File: src/rtl/unified_mem_arbiter_pkg.sv
// Shared definitions for the unified memory arbiter: widths, defaults,
// grant encoding and a saturating-increment helper for the starvation counter.
`ifndef CPU6_XLEN
`define CPU6_XLEN 64
`endif

package unified_mem_arbiter_pkg;

  localparam int unsigned UMA_AW         = 8;
  localparam int unsigned UMA_XLEN       = `CPU6_XLEN;
  localparam int unsigned UMA_STARVE_MAX = 3;
  localparam int unsigned UMA_STARVE_W   = 4;
  localparam int unsigned UMA_PERF_W     = 16;

  localparam logic [1:0] GNT_NONE = 2'b00;
  localparam logic [1:0] GNT_IF   = 2'b01;
  localparam logic [1:0] GNT_D    = 2'b10;

  // Increment that sticks at all-ones instead of wrapping.
  function automatic logic [UMA_STARVE_W-1:0] starve_inc(
    input logic [UMA_STARVE_W-1:0] v
  );
    return (v == '1) ? v : v + UMA_STARVE_W'(1);
  endfunction

endpackage

File: src/rtl/uma_perf_counters.sv
// Saturating performance counters for the unified memory arbiter.
// Present only when UNIFIED_MEM_ARB_PERF_EN is defined.
// Ports:
//   clk, resetn        clock, synchronous active-low reset
//   if_gnt, d_gnt      grant strobes from the arbiter
//   conflict           both requesters active this cycle
//   perf_if_gnt        count of IF grants
//   perf_d_gnt         count of D grants
//   perf_conflict      count of cycles with both requests high
`ifdef UNIFIED_MEM_ARB_PERF_EN
module uma_perf_counters
  import unified_mem_arbiter_pkg::*;
(
  input  logic                  clk,
  input  logic                  resetn,
  input  logic                  if_gnt,
  input  logic                  d_gnt,
  input  logic                  conflict,
  output logic [UMA_PERF_W-1:0] perf_if_gnt,
  output logic [UMA_PERF_W-1:0] perf_d_gnt,
  output logic [UMA_PERF_W-1:0] perf_conflict
);

  // Each counter stops at 16'hFFFF.
  always_ff @(posedge clk) begin
    if (!resetn) begin
      perf_if_gnt   <= '0;
      perf_d_gnt    <= '0;
      perf_conflict <= '0;
    end else begin
      if (if_gnt && (perf_if_gnt != '1))
        perf_if_gnt <= perf_if_gnt + UMA_PERF_W'(1);
      if (d_gnt && (perf_d_gnt != '1))
        perf_d_gnt <= perf_d_gnt + UMA_PERF_W'(1);
      if (conflict && (perf_conflict != '1))
        perf_conflict <= perf_conflict + UMA_PERF_W'(1);
    end
  end

endmodule
`endif

File: src/rtl/unified_mem_arbiter.sv
// Arbitrates one single-port memory (combinational read, synchronous write)
// between the instruction-fetch port (IF) and the load/store port (D).
// D has fixed priority; IF is forced through after STARVE_MAX consecutive
// denials. Grants are combinational, responses are registered one cycle later.
// Optional: define UNIFIED_MEM_ARB_PERF_EN to add perf_if_gnt, perf_d_gnt and
// perf_conflict saturating counters.
// Ports:
//   clk, resetn                          clock, synchronous active-low reset
//   if_req/if_addr -> if_gnt             fetch request and accept
//   if_rvalid/if_rdata                   fetch response
//   d_req/d_we/d_addr/d_wdata -> d_gnt   data request and accept
//   d_rvalid/d_rdata                     data response (0 data for writes)
//   mem_a/mem_we/mem_wd, mem_rd          backing memory interface
module unified_mem_arbiter
  import unified_mem_arbiter_pkg::*;
#(
  parameter int unsigned AW         = UMA_AW,
  parameter int unsigned XLEN       = UMA_XLEN,
  parameter int unsigned STARVE_MAX = UMA_STARVE_MAX
) (
  input  logic            clk,
  input  logic            resetn,
  input  logic            if_req,
  input  logic [AW-1:0]   if_addr,
  output logic            if_gnt,
  output logic            if_rvalid,
  output logic [XLEN-1:0] if_rdata,
  input  logic            d_req,
  input  logic            d_we,
  input  logic [AW-1:0]   d_addr,
  input  logic [XLEN-1:0] d_wdata,
  output logic            d_gnt,
  output logic            d_rvalid,
  output logic [XLEN-1:0] d_rdata,
  output logic [AW-1:0]   mem_a,
  output logic            mem_we,
  output logic [XLEN-1:0] mem_wd,
  input  logic [XLEN-1:0] mem_rd
`ifdef UNIFIED_MEM_ARB_PERF_EN
  ,
  output logic [UMA_PERF_W-1:0] perf_if_gnt,
  output logic [UMA_PERF_W-1:0] perf_d_gnt,
  output logic [UMA_PERF_W-1:0] perf_conflict
`endif
);

  logic [UMA_STARVE_W-1:0] starve_cnt;
  logic [1:0]              gnt_sel;
  logic                    if_starved;

  assign if_starved = (starve_cnt >= UMA_STARVE_W'(STARVE_MAX));

  // D wins a conflict unless IF has been denied STARVE_MAX times in a row.
  always_comb begin
    gnt_sel = GNT_NONE;
    if (d_req && !(if_req && if_starved))
      gnt_sel = GNT_D;
    else if (if_req)
      gnt_sel = GNT_IF;
  end

  assign if_gnt = (gnt_sel == GNT_IF);
  assign d_gnt  = (gnt_sel == GNT_D);

  // Memory is driven only by the granted side; idle cycles drive zeros.
  always_comb begin
    mem_a  = '0;
    mem_we = 1'b0;
    mem_wd = '0;
    if (gnt_sel == GNT_IF) begin
      mem_a = if_addr;
    end else if (gnt_sel == GNT_D) begin
      mem_a  = d_addr;
      mem_we = d_we;
      mem_wd = d_wdata;
    end
  end

  // Response registers and starvation tracking.
  always_ff @(posedge clk) begin
    if (!resetn) begin
      if_rvalid  <= 1'b0;
      if_rdata   <= '0;
      d_rvalid   <= 1'b0;
      d_rdata    <= '0;
      starve_cnt <= '0;
    end else begin
      if_rvalid <= if_gnt;
      d_rvalid  <= d_gnt;
      if (if_gnt)
        if_rdata <= mem_rd;
      if (d_gnt)
        d_rdata <= d_we ? '0 : mem_rd;
      if (if_req && !if_gnt)
        starve_cnt <= starve_inc(starve_cnt);
      else
        starve_cnt <= '0;
    end
  end

`ifdef UNIFIED_MEM_ARB_PERF_EN
  uma_perf_counters u_perf (
    .clk          (clk),
    .resetn       (resetn),
    .if_gnt       (if_gnt),
    .d_gnt        (d_gnt),
    .conflict     (if_req && d_req),
    .perf_if_gnt  (perf_if_gnt),
    .perf_d_gnt   (perf_d_gnt),
    .perf_conflict(perf_conflict)
  );
`endif

endmodule
File: config.mk
export PLATFORM = sky130hd
export DESIGN_NAME = unified_mem_arbiter
export DESIGN_NICKNAME = d
export VERILOG_FILES = /design/src/rtl/unified_mem_arbiter_pkg.sv /design/src/rtl/uma_perf_counters.sv /design/src/rtl/unified_mem_arbiter.sv
export SDC_FILE = /design/constraint.sdc
export NUM_CORES = 1
export LEC_CHECK = 0
export ABC_CLOCK_PERIOD_IN_PS = 2300
export CORE_MARGIN = 2
export CORE_UTILIZATION = 25
export CTS_CLUSTER_SIZE = 8
export DETAILED_ROUTE_END_ITERATION = 10
export GPL_TIMING_DRIVEN = 0
export SYNTH_ARGS = -nofsm -noshare
export SYNTH_HDL_FRONTEND = slang
export SYNTH_HIERARCHICAL = 1
export SYNTH_SLANG_ARGS = --single-unit
File: constraint.sdc
create_clock -name clk -period 2.3 [get_ports clk]
set_input_delay 0.575 -clock clk [delete_from_list [all_inputs] [get_ports clk]]
set_output_delay 0.575 -clock clk [all_outputs]
set_load 0.01 [all_outputs]
---- After elaboration in Yosys (flattened, before gate mapping) ----
Cells that the tools add are included.
operators by class
  add/subtract/negate cells ............... 1
  magnitude comparators ................... 1
  eq/ne operators ......................... 3
  mux-type cells .......................... 9
  reductions and logical operators ........ 6
operators with widths
  kind                 number
  $mux 64              3
  $mux 8               2
  $add 4x1->4 const B  1
  $eq 4x4->1 const B   1
  $ge 4x2->1 const B   1
  $logic_and 1x1->1    3
  $mux 1               3
  $eq 2x1->1 const B   1
  $eq 2x2->1 const B   1
  $logic_not 1->1      2
  $mux 2               1
  $reduce_and 2->1     1
word-level totals
  register bits ........................... 134
  output and inout port bits .............. 205

---- Depth between registers and ports, before layout ----
Gate-level depths: netlist of run 1.
  word-level depth ........................ 9
  depth in mapped cells ................... 6
  gate-level depth less buffers ........... 4

---- Worst setup path after synthesis of run 1 ----
OpenSTA, ideal clock, no wires.
  kind .................................... flip-flop to output port
  start point ............................. reg starve_cnt[0]
  end point ............................... out mem_a[0]
  arrival time ............................ 1.399 ns
  required time ........................... 1.725 ns
  slack ................................... 0.326 ns
  stages on the path, launching flop included .. 7
  buffers on the path ..................... 2
  path through ............................ dfxtp_1 > ha_1 > o31ai_2 > and2_1 > buf_8 > buf_6 > o21ai_0
between the ends
  cells in the longest elaborated chain, start to end .. 8
  elaborated cells on any way between the ends .. 9
  those cells by class .................... order compare (1); eq/ne (2); mux (3); reduce/logical (3)
RTL lines
  item                    RTL line                   text
  from (decl)             unified_mem_arbiter.sv:47  logic [UMA_STARVE_W-1:0] starve_cnt;
  from (signal assigned)  unified_mem_arbiter.sv:95  starve_cnt <= starve_inc(starve_cnt);
  $ge 4x2->1              unified_mem_arbiter.sv:51  assign if_starved = (starve_cnt >= UMA_STARVE_W'(STARVE_MAX));
  $logic_and 1x1->1       unified_mem_arbiter.sv:56  if (d_req && !(if_req && if_starved))
  $logic_not 1->1         unified_mem_arbiter.sv:56
  $logic_and 1x1->1       unified_mem_arbiter.sv:56
  $mux 2                  unified_mem_arbiter.sv:56
  $eq 2x2->1              --
  via d_gnt               unified_mem_arbiter.sv:32  output logic d_gnt,
  $mux 8                  unified_mem_arbiter.sv:72  end else if (gnt_sel == GNT_D) begin
  $mux 8                  unified_mem_arbiter.sv:70  if (gnt_sel == GNT_IF) begin
  to (decl)               unified_mem_arbiter.sv:35  output logic [AW-1:0] mem_a,
The timed path passes the listed nets, and every way through them passes these cells.

---- Worst setup path after layout of run 1 ----
  start point ............................. reg starve_cnt[0]
  end point ............................... out mem_a[5]
between the ends
  cells in the longest elaborated chain, start to end .. 8
  elaborated cells on any way between the ends .. 9
  those cells by class .................... order compare (1); eq/ne (2); mux (3); reduce/logical (3)
RTL lines
  item                 RTL line
  $ge 4x2->1 *         unified_mem_arbiter.sv:51
  $logic_and 1x1->1 *  unified_mem_arbiter.sv:56
  $logic_not 1->1 *    unified_mem_arbiter.sv:56
  $logic_and 1x1->1 *  unified_mem_arbiter.sv:56
  $mux 2 *             unified_mem_arbiter.sv:56
  $eq 2x2->1           unified_mem_arbiter.sv:72
  $mux 8               unified_mem_arbiter.sv:72
  $mux 8 *             unified_mem_arbiter.sv:70
Every way passes the cells marked *; elsewhere a longest branch is shown, timed or not.

==> impl_results.rst, run 1 <==
.. list-table::
   :header-rows: 1

   * - Metric
     - Value
   * - Global-route wire length before repair
     - between 30000 and 40000 um
   * - Reg area
     - 2690 um2
   * - Core footprint
     - 24400 um2
   * - Fraction of layout cells with a size suffix above 1
     - 0.189
   * - Area growth from synthesis to final layout
     - 80.5%
   * - CTS tree
     - yes
   * - Least-Margin Pin Slew
     - roughly 750 ps
   * - Fill cells
     - ~2400
   * - Worst vdd rail ir drop
     - ~0.42 mV
   * - Syn Inst Count
     - ~690
   * - Startpoint of the most critical setup path
     - starve_cnt[0]
   * - Antenna violation net count after detailed routing
     - 0
   * - DPL Wire Length
     - 19500 um
   * - Total Neg Setup Slack
     - -9860 ps
   * - Max Freq
     - 0.398 GHz
   * - Setup violators final
     - ~70
   * - Crit share post-route
     - 1.09
   * - Clock net sink count
     - 134
   * - Routed wirelength normalized by instance count
     - roughly 19 um
   * - Max-slew headroom
     - 0.501
   * - Number of global-route vias before repair
     - 6392
   * - Overall fraction of global-route tracks in use
     - 0.197
   * - Leakage power
     - roughly 4.7 nW
   * - Post-synthesis register bit count
     - 134
   * - Number of ports placed on the die boundary
     - roughly 350
   * - Peak fanout along the critical path
     - 5
   * - Hold-fix buffers at CTS
     - 0
   * - Synth Cell Area
     - 6210 um2
   * - Violations in the final reports
     - setup timing
   * - Root buffer cell
     - sky130_fd_sc_hd__clkbuf_16
   * - Netlist cell types
     - 23
   * - Worst skew pair latency
     - 420 ps
   * - Max-slew violations
     - 0
   * - Seq/Total Area, Yosys
     - 0.432
   * - Iteration-0 DRC Markers
     - 195
   * - Largest net degree at the start of global routing
     - 17
   * - Chip Width
     - roughly 160 um
   * - Avg Cell Area, Syn
     - about 9 um2
   * - Data arrival time at the worst-slack endpoint
     - 1940 ps
   * - Final Critical Period
     - around 2500 ps
   * - Remaining DRCs
     - 0
   * - Final net count
     - between 1000 and 1500
   * - Via count
     - 6398
   * - Startpoint-to-endpoint class of the critical path
     - reg2out
   * - Antenna violations before repair
     - 4
   * - Kind of start point of the critical path
     - flop
   * - Number of input and output port buffers inserted
     - around 350
   * - Area used by multi-input combinational logic
     - between 3000 and 4000 um2
   * - Overflow left after global routing
     - 0
   * - Number of buffers on the longest clock path
     - 2
   * - Number of optimization iterations in the first detailed-route pass
     - 7
   * - Die area
     - between 20000 and 30000 um2
   * - Placement-stage cell area
     - 10100 um2
   * - Pwr Density
     - 607 nW/um2
   * - Data required time at the worst endpoint
     - roughly 1700 ps
   * - DR vias/cell
     - 4.49
   * - Register clock-pin slew on the reported worst setup and hold paths
     - 60 ps
   * - HP Class
     - reg2reg
   * - Total CTS buffers
     - 17
   * - Total count of hold-check failures in the final report
     - 0
   * - Maximum capacitance violations
     - 0
   * - Crit. End Element
     - primary output
   * - Hold path startpoint
     - if_rdata[19]
   * - Startpoint of the lowest-slack register-to-register path
     - starve_cnt[0]
   * - Outcome
     - finished, violations left
   * - Die Ht
     - about 160 um
   * - Initial Utilization
     - 0.255
   * - Unrepaired setup endpoints after global routing
     - yes
   * - Number of rows in the core area
     - 57
   * - Syn. warnings
     - 6
   * - Number of H-tree levels
     - 4
   * - Final non-filler cell area
     - around 11000 um2
   * - Worst clock skew
     - between 10 and 15 ps
   * - Last weighted congestion value of the routability-driven placer
     - around 0.84
   * - Final WL
     - 26900 um
   * - Post-layout worst setup margin
     - -213 ps
## per-layer routing
metal / part of all wire / track usage / vias to the layer above
li1: - / - / 3120
met1: 0.39 / 0.218 / 3009
met2: 0.51 / 0.351 / 236
met3: 0.070 / 0.0554 / 33
met4: 0.028 / 0.0897 / 0
met5: 0 / 0 / -
## layout make-up
cell class	count	area share
tap	324	0.0361
clock buffer	18	0.0391
clock inverter	14	0.0154
multi-input combinational	488	0.298
buffer	65	0.0436
timing repair buffer	379	0.327
antenna	3	0.000669
sequential	134	0.239
## critical path, cell delays in order, from the launching register on
cell,delay [ps]
sky130_fd_sc_hd__dfxtp_2,330
sky130_fd_sc_hd__ha_4,160
sky130_fd_sc_hd__o31ai_4,190
sky130_fd_sc_hd__buf_6,140
sky130_fd_sc_hd__buf_6,110
sky130_fd_sc_hd__buf_8,130
sky130_fd_sc_hd__buf_8,130
sky130_fd_sc_hd__nand3_2,80
sky130_fd_sc_hd__o21ai_2,90
sky130_fd_sc_hd__buf_2,160
## Yosys cell counts, drive strengths merged
cell / count / area share
nand4: 1 / 0.0010
buf: 23 / 0.040
nor3: 1 / 0.0016
ha: 1 / 0.0020
clkbuf: 45 / 0.028
nand2: 200 / 0.12
and3: 66 / 0.066
mux2i: 129 / 0.21
o31ai: 1 / 0.0020
dfxtp: 134 / 0.43
nand3b: 64 / 0.077
a21boi: 1 / 0.0018
conb: 1 / 0.00060
nor2: 2 / 0.0012
nand3: 9 / 0.0072
o21ai: 8 / 0.0064
and2: 2 / 0.0020
xnor2: 1 / 0.0014
## through the flow
step,worst slack [ps],cells,power (mW),hold slack (ps),util
after floorplan,326,690,3.10,465,-
after global placement,-1220,1365,3.89,441,0.416
after detailed placement,-1190,1365,3.90,446,0.416
after CTS,-283,1415,6.86,458,0.454
after global routing,-275,1425,7.08,473,0.460
final,-213,1425,6.81,455,0.460
## power by group
group	internal, mW	total [mW]	switching, mW
sequential	2.44	2.50	0.0631
combinational	0.819	1.45	0.630
clock	1.74	2.86	1.12
## final timing paths
check	slack (ps)	cells past startpoint	to
setup / recovery	-210	9	mem_a[5]
hold / removal	460	2	if_rdata[19]
setup reg to reg	390	8	d_rdata[54]
hold reg to reg	460	2	if_rdata[19]
## kinds of logic (layout without fill, tap and decap cells)
family	after synthesis	in the layout	synth area share
adder cells (fa/ha/maj)	1	1	0.00201
AND/OR/NAND/NOR	345	345	0.278
buffers and inverters	68	476	0.0687
multiplexers	129	129	0.208
AO/OA/AOI/OAI	10	10	0.0103
flip-flops	134	134	0.432
XOR/XNOR	1	1	0.00141
other	1	5	0.000603
## state kept, by name, summed over array words and instances, names as in the netlist
name        count
d_rvalid        1
if_rvalid       1
starve_cnt      4
d_rdata        64
if_rdata       64
## cell usage in the layout, fill, tap and decap left out, types with 3 or more instances in the layout
master	count
sky130_fd_sc_hd__clkbuf_16	17
sky130_fd_sc_hd__clkbuf_1	34
sky130_fd_sc_hd__and3_1	38
sky130_fd_sc_hd__nand3b_1	64
sky130_fd_sc_hd__inv_6	3
sky130_fd_sc_hd__buf_2	42
sky130_fd_sc_hd__o21ai_1	5
sky130_fd_sc_hd__diode_2	3
sky130_fd_sc_hd__nand2_1	200
sky130_fd_sc_hd__bufinv_16	3
sky130_fd_sc_hd__clkinv_2	3
sky130_fd_sc_hd__o21ai_2	3
sky130_fd_sc_hd__buf_8	6
sky130_fd_sc_hd__clkbuf_2	4
sky130_fd_sc_hd__and3_4	28
sky130_fd_sc_hd__buf_12	9
sky130_fd_sc_hd__nand3_1	4
sky130_fd_sc_hd__buf_4	19
sky130_fd_sc_hd__buf_6	46
sky130_fd_sc_hd__clkbuf_8	7
sky130_fd_sc_hd__dfxtp_1	132
sky130_fd_sc_hd__clkinv_4	3
sky130_fd_sc_hd__clkdlybuf4s50_1	274
sky130_fd_sc_hd__mux2i_1	129
sky130_fd_sc_hd__nand3_4	3
## timing repair
item | CTS | global route
cloned | 6 | 0
pin swaps | 21 | 7
endpoints found under the setup margin | 75 | 75
hold endpoints to repair | 0 | 0
resized for setup | 425 | 38
setup buffers | 14 | 10
Power figures use the tool's default switching activity.
==> run 2: changes to the inputs <==
--- a/config.mk
+++ b/config.mk
@@ -5,6 +5,7 @@
 export SDC_FILE = /design/constraint.sdc
 export NUM_CORES = 1
 export LEC_CHECK = 0
+export ABC_AREA = 1
 export ABC_CLOCK_PERIOD_IN_PS = 2300
 export CORE_MARGIN = 2
 export CORE_UTILIZATION = 25
==> impl_results.rst, run 2 <==
.. list-table::
   :header-rows: 1

   * - Metric
     - Value
   * - Share of power burned in combinational logic
     - 0.212
   * - HP Class
     - reg2reg
   * - Antenna violations before repair
     - 2
   * - Worst skew pair latency
     - around 420 ps
   * - Max-slew headroom
     - 0.520
   * - Global-route met2 utilization
     - 0.323
   * - Post-synthesis register bit count
     - between 100 and 150
   * - Final Hold Slack
     - approximately 470 ps
   * - Hold path startpoint
     - d_rdata[47]
   * - Number of optimization iterations in the first detailed-route pass
     - 4
   * - Die Ht
     - between 150 and 200 um
   * - Kind of start point of the critical path
     - flop
   * - Syn. warnings
     - 6
   * - Max-slew violations
     - 0
   * - Dominant cell by count in the synthesized netlist
     - sky130_fd_sc_hd__nand2_1
   * - Overall fraction of global-route tracks in use
     - 0.177
   * - Switching part of the total power
     - 0.287
   * - Largest regs
     - d_rdata (64), if_rdata (64), starve_cnt (4)
   * - Routed wirelength normalized by instance count
     - between 10 and 15 um
   * - Final WL
     - about 24000 um
   * - Startpoint-to-endpoint class of the critical path
     - reg2out
   * - Number of H-tree levels
     - 4
   * - Unrepaired setup endpoints after global routing
     - yes
   * - Setup slack, reg-to-reg
     - ~400 ps
   * - Number of buffers on the longest clock path
     - 2
   * - Total CTS buffers
     - 17
   * - Share of power burned in registers
     - 0.380
   * - Last weighted congestion value of the routability-driven placer
     - ~0.78
   * - Post-layout worst setup margin
     - around 21 ps
   * - Clock net sink count
     - about 130
   * - Iteration-0 DRC Markers
     - between 200 and 250
   * - Sum of internal, switching and leakage power
     - about 6.6 mW
   * - Peak fanout along the critical path
     - 10
   * - Capturing point of the worst reg2reg path
     - if_rdata[57]
   * - Placement-stage cell area
     - 10100 um2
   * - Setup violators final
     - 0
   * - Total count of hold-check failures in the final report
     - 0
   * - Avg Cell Area, Syn
     - 6.13 um2
   * - Maximum capacitance violations
     - 0
   * - Outcome
     - complete, no violations
   * - Final non-filler cell area
     - 10900 um2
   * - R2r worst-path depth
     - 12
   * - Pwr Density
     - approximately 610 nW/um2
   * - Area used by multi-input combinational logic
     - around 2700 um2
   * - Register clock-pin slew on the reported worst setup and hold paths
     - around 60 ps
   * - Hold Path Depth
     - 2
   * - Largest net degree at the start of global routing
     - 17
   * - Most common cell after layout, fill and taps aside
     - sky130_fd_sc_hd__clkdlybuf4s50_1
   * - Number of standard cells in the layout, taps in and fillers out
     - roughly 1700
   * - Least-Margin Pin Slew
     - about 720 ps
   * - Die area
     - around 26000 um2
   * - Utilization after layout
     - 0.448
   * - GR Util met3
     - 0.0614
   * - Endpoint of the worst hold-timing path
     - d_rdata[47]
   * - Root buffer cell
     - sky130_fd_sc_hd__clkbuf_16
   * - Cells after DPL
     - between 1500 and 2000
   * - Core footprint
     - about 24000 um2
   * - Area growth from synthesis to final layout
     - 76.3%
   * - Startpoint of the lowest-slack register-to-register path
     - starve_cnt[0]
   * - CTS tree
     - yes
   * - Global-route wire length before repair
     - approximately 36000 um
   * - DR vias/cell
     - around 4
   * - Number of ports placed on the die boundary
     - around 350
   * - Highest-count cells in the layout ignoring fill and taps
     - 275 x sky130_fd_sc_hd__clkdlybuf4s50_1, 274 x sky130_fd_sc_hd__nand2_1, 219 x sky130_fd_sc_hd__nor2_1
   * - Hold-fix buffers at CTS
     - 0
   * - Crit. End Element
     - primary output
   * - Remaining DRCs
     - 0
   * - Met1 routing resource usage after global routing
     - 0.195
   * - Chip Width
     - 161 um
   * - Number of rows in the core area
     - 57
   * - Via count
     - slightly below 7000
   * - Most frequent cells after synthesis
     - 284 x sky130_fd_sc_hd__nand2_1, 261 x sky130_fd_sc_hd__nor2_1, 199 x sky130_fd_sc_hd__inv_1
   * - Netlist cell types
     - 18
   * - Grt peak-use layer
     - met2
   * - Antenna violation net count after detailed routing
     - 0
   * - Share of synthesized registers carrying an async set or reset
     - 0
   * - Overflow left after global routing
     - 0
   * - Top cell type by total area after synthesis
     - sky130_fd_sc_hd__dfxtp_1
   * - Total Neg Setup Slack
     - 0 ps
   * - Worst vdd rail ir drop
     - around 0.40 mV
   * - Fraction of synthesized cell area taken by the top area cell type
     - 0.434
   * - Worst clock skew
     - ~7.8 ps
   * - Leakage power
     - ~5.6 nW
   * - Fraction of layout cells with a size suffix above 1
     - 0.152
   * - Top_reg_cell synth
     - sky130_fd_sc_hd__dfxtp_1
   * - Top cells by area, synth
     - sky130_fd_sc_hd__dfxtp_1 43%, sky130_fd_sc_hd__nand2_1 17%, sky130_fd_sc_hd__nor2_1 16%, sky130_fd_sc_hd__inv_1 12%, sky130_fd_sc_hd__nand3_1 5.3%
   * - Number of input and output port buffers inserted
     - around 350
   * - Max Freq
     - roughly 0.44 GHz
   * - Data arrival time at the worst-slack endpoint
     - approximately 1700 ps
   * - DPL Wire Length
     - roughly 18000 um
   * - Internal cell power
     - 4.73 mW
   * - Final Critical Period
     - 2280 ps
   * - Synth Cell Area
     - 6180 um2
   * - Seq/Total Area, Yosys
     - 0.434
   * - Pre-CTS setup slack
     - -788 ps
   * - Switching pwr
     - roughly 1.9 mW
   * - Data required time at the worst endpoint
     - around 1700 ps
   * - Number of enable-type register cells in the synthesized netlist
     - 0
   * - Crit share post-route
     - 0.991
   * - Fill cells
     - roughly 2600
   * - Syn Inst Count
     - 1008
   * - Number of global-route vias before repair
     - 6591
   * - Initial Utilization
     - 0.254
   * - Final net count
     - roughly 1500
   * - Reg area
     - ~2700 um2
   * - Clk network pwr share
     - 0.408
[run 2: cell count changes in the layout (fill, tap and decap cells not counted), sizes merged, moves of 5 or more]
cell	previous run	this run
clkbuf	62	28
nor2	2	262
mux2i	129	0
nand2	200	285
nand3	9	65
buf	124	129
inv	3	206
o21ai	8	1
nand3b	64	0
and3	66	0
[run 2: worst max path at each step]
stage                       endpoint  depth (start not counted)           from
after global placement    mem_wd[26]                          7         if_req
after CTS                   mem_a[5]                         11  starve_cnt[0]
final                     mem_wd[40]                          9  starve_cnt[0]
after detailed placement  mem_wd[26]                          7         if_req
after global routing      mem_wd[19]                          9  starve_cnt[0]
after floorplan               mem_we                          4           d_we
[run 2: cell families after synthesis]
kind of cell             Yosys count  share of synthesized area
AO/OA/AOI/OAI                      2                    0.00263
XOR/XNOR                           1                    0.00142
adder cells (fa/ha/maj)            1                    0.00203
buffers and inverters            257                      0.173
flip-flops                       134                      0.434
other                              1                   0.000607
AND/OR/NAND/NOR                  612                      0.386
[run 2: area by class of cell]
cell class	instances	share of cell area
multi-input cells	618	0.244
diodes	1	0.000230
inverters	201	0.0706
clock buffers	18	0.0403
clock inverters	14	0.0131
plain buffers	53	0.0362
well taps	324	0.0372
repair inverters	1	0.00103
repair buffers	364	0.311
flip-flops and latches	134	0.247
[run 2: critical path, cell delays in order (launching register included)]
cell and delay (ps):
sky130_fd_sc_hd__dfxtp_2 330, sky130_fd_sc_hd__ha_4 160, sky130_fd_sc_hd__inv_2 40, sky130_fd_sc_hd__nand2_2 50, sky130_fd_sc_hd__nand2_2 80, sky130_fd_sc_hd__nand2_4 80
sky130_fd_sc_hd__buf_12 160, sky130_fd_sc_hd__buf_12 150, sky130_fd_sc_hd__nor2_1 80, sky130_fd_sc_hd__buf_2 140
[run 2: metal layers]
| layer | share of wire | up-vias |
|---|---|---|
| met1 | 0.40 | 3026 |
| met4 | 0.012 | 2 |
| met2 | 0.50 | 237 |
| met3 | 0.084 | 22 |
| met5 | 0.00055 | - |
| li1 | - | 3625 |
[run 2: power by group through the flow]
stage	clock, mW	sequential (mW)	combinational [mW]
floorplan	0	2.63	0.485
global placement	0	2.57	1.36
detailed placement	0	2.57	1.36
CTS	2.79	2.52	1.39
global route	2.86	2.54	1.54
finish	2.71	2.52	1.41
[run 2: repair_timing]
item,4_1_cts,5_1_grt
setup buffers,10,1
gates resized for setup,373,62
gates cloned,3,0
pin swaps,9,2
endpoints found under the setup margin,75,74
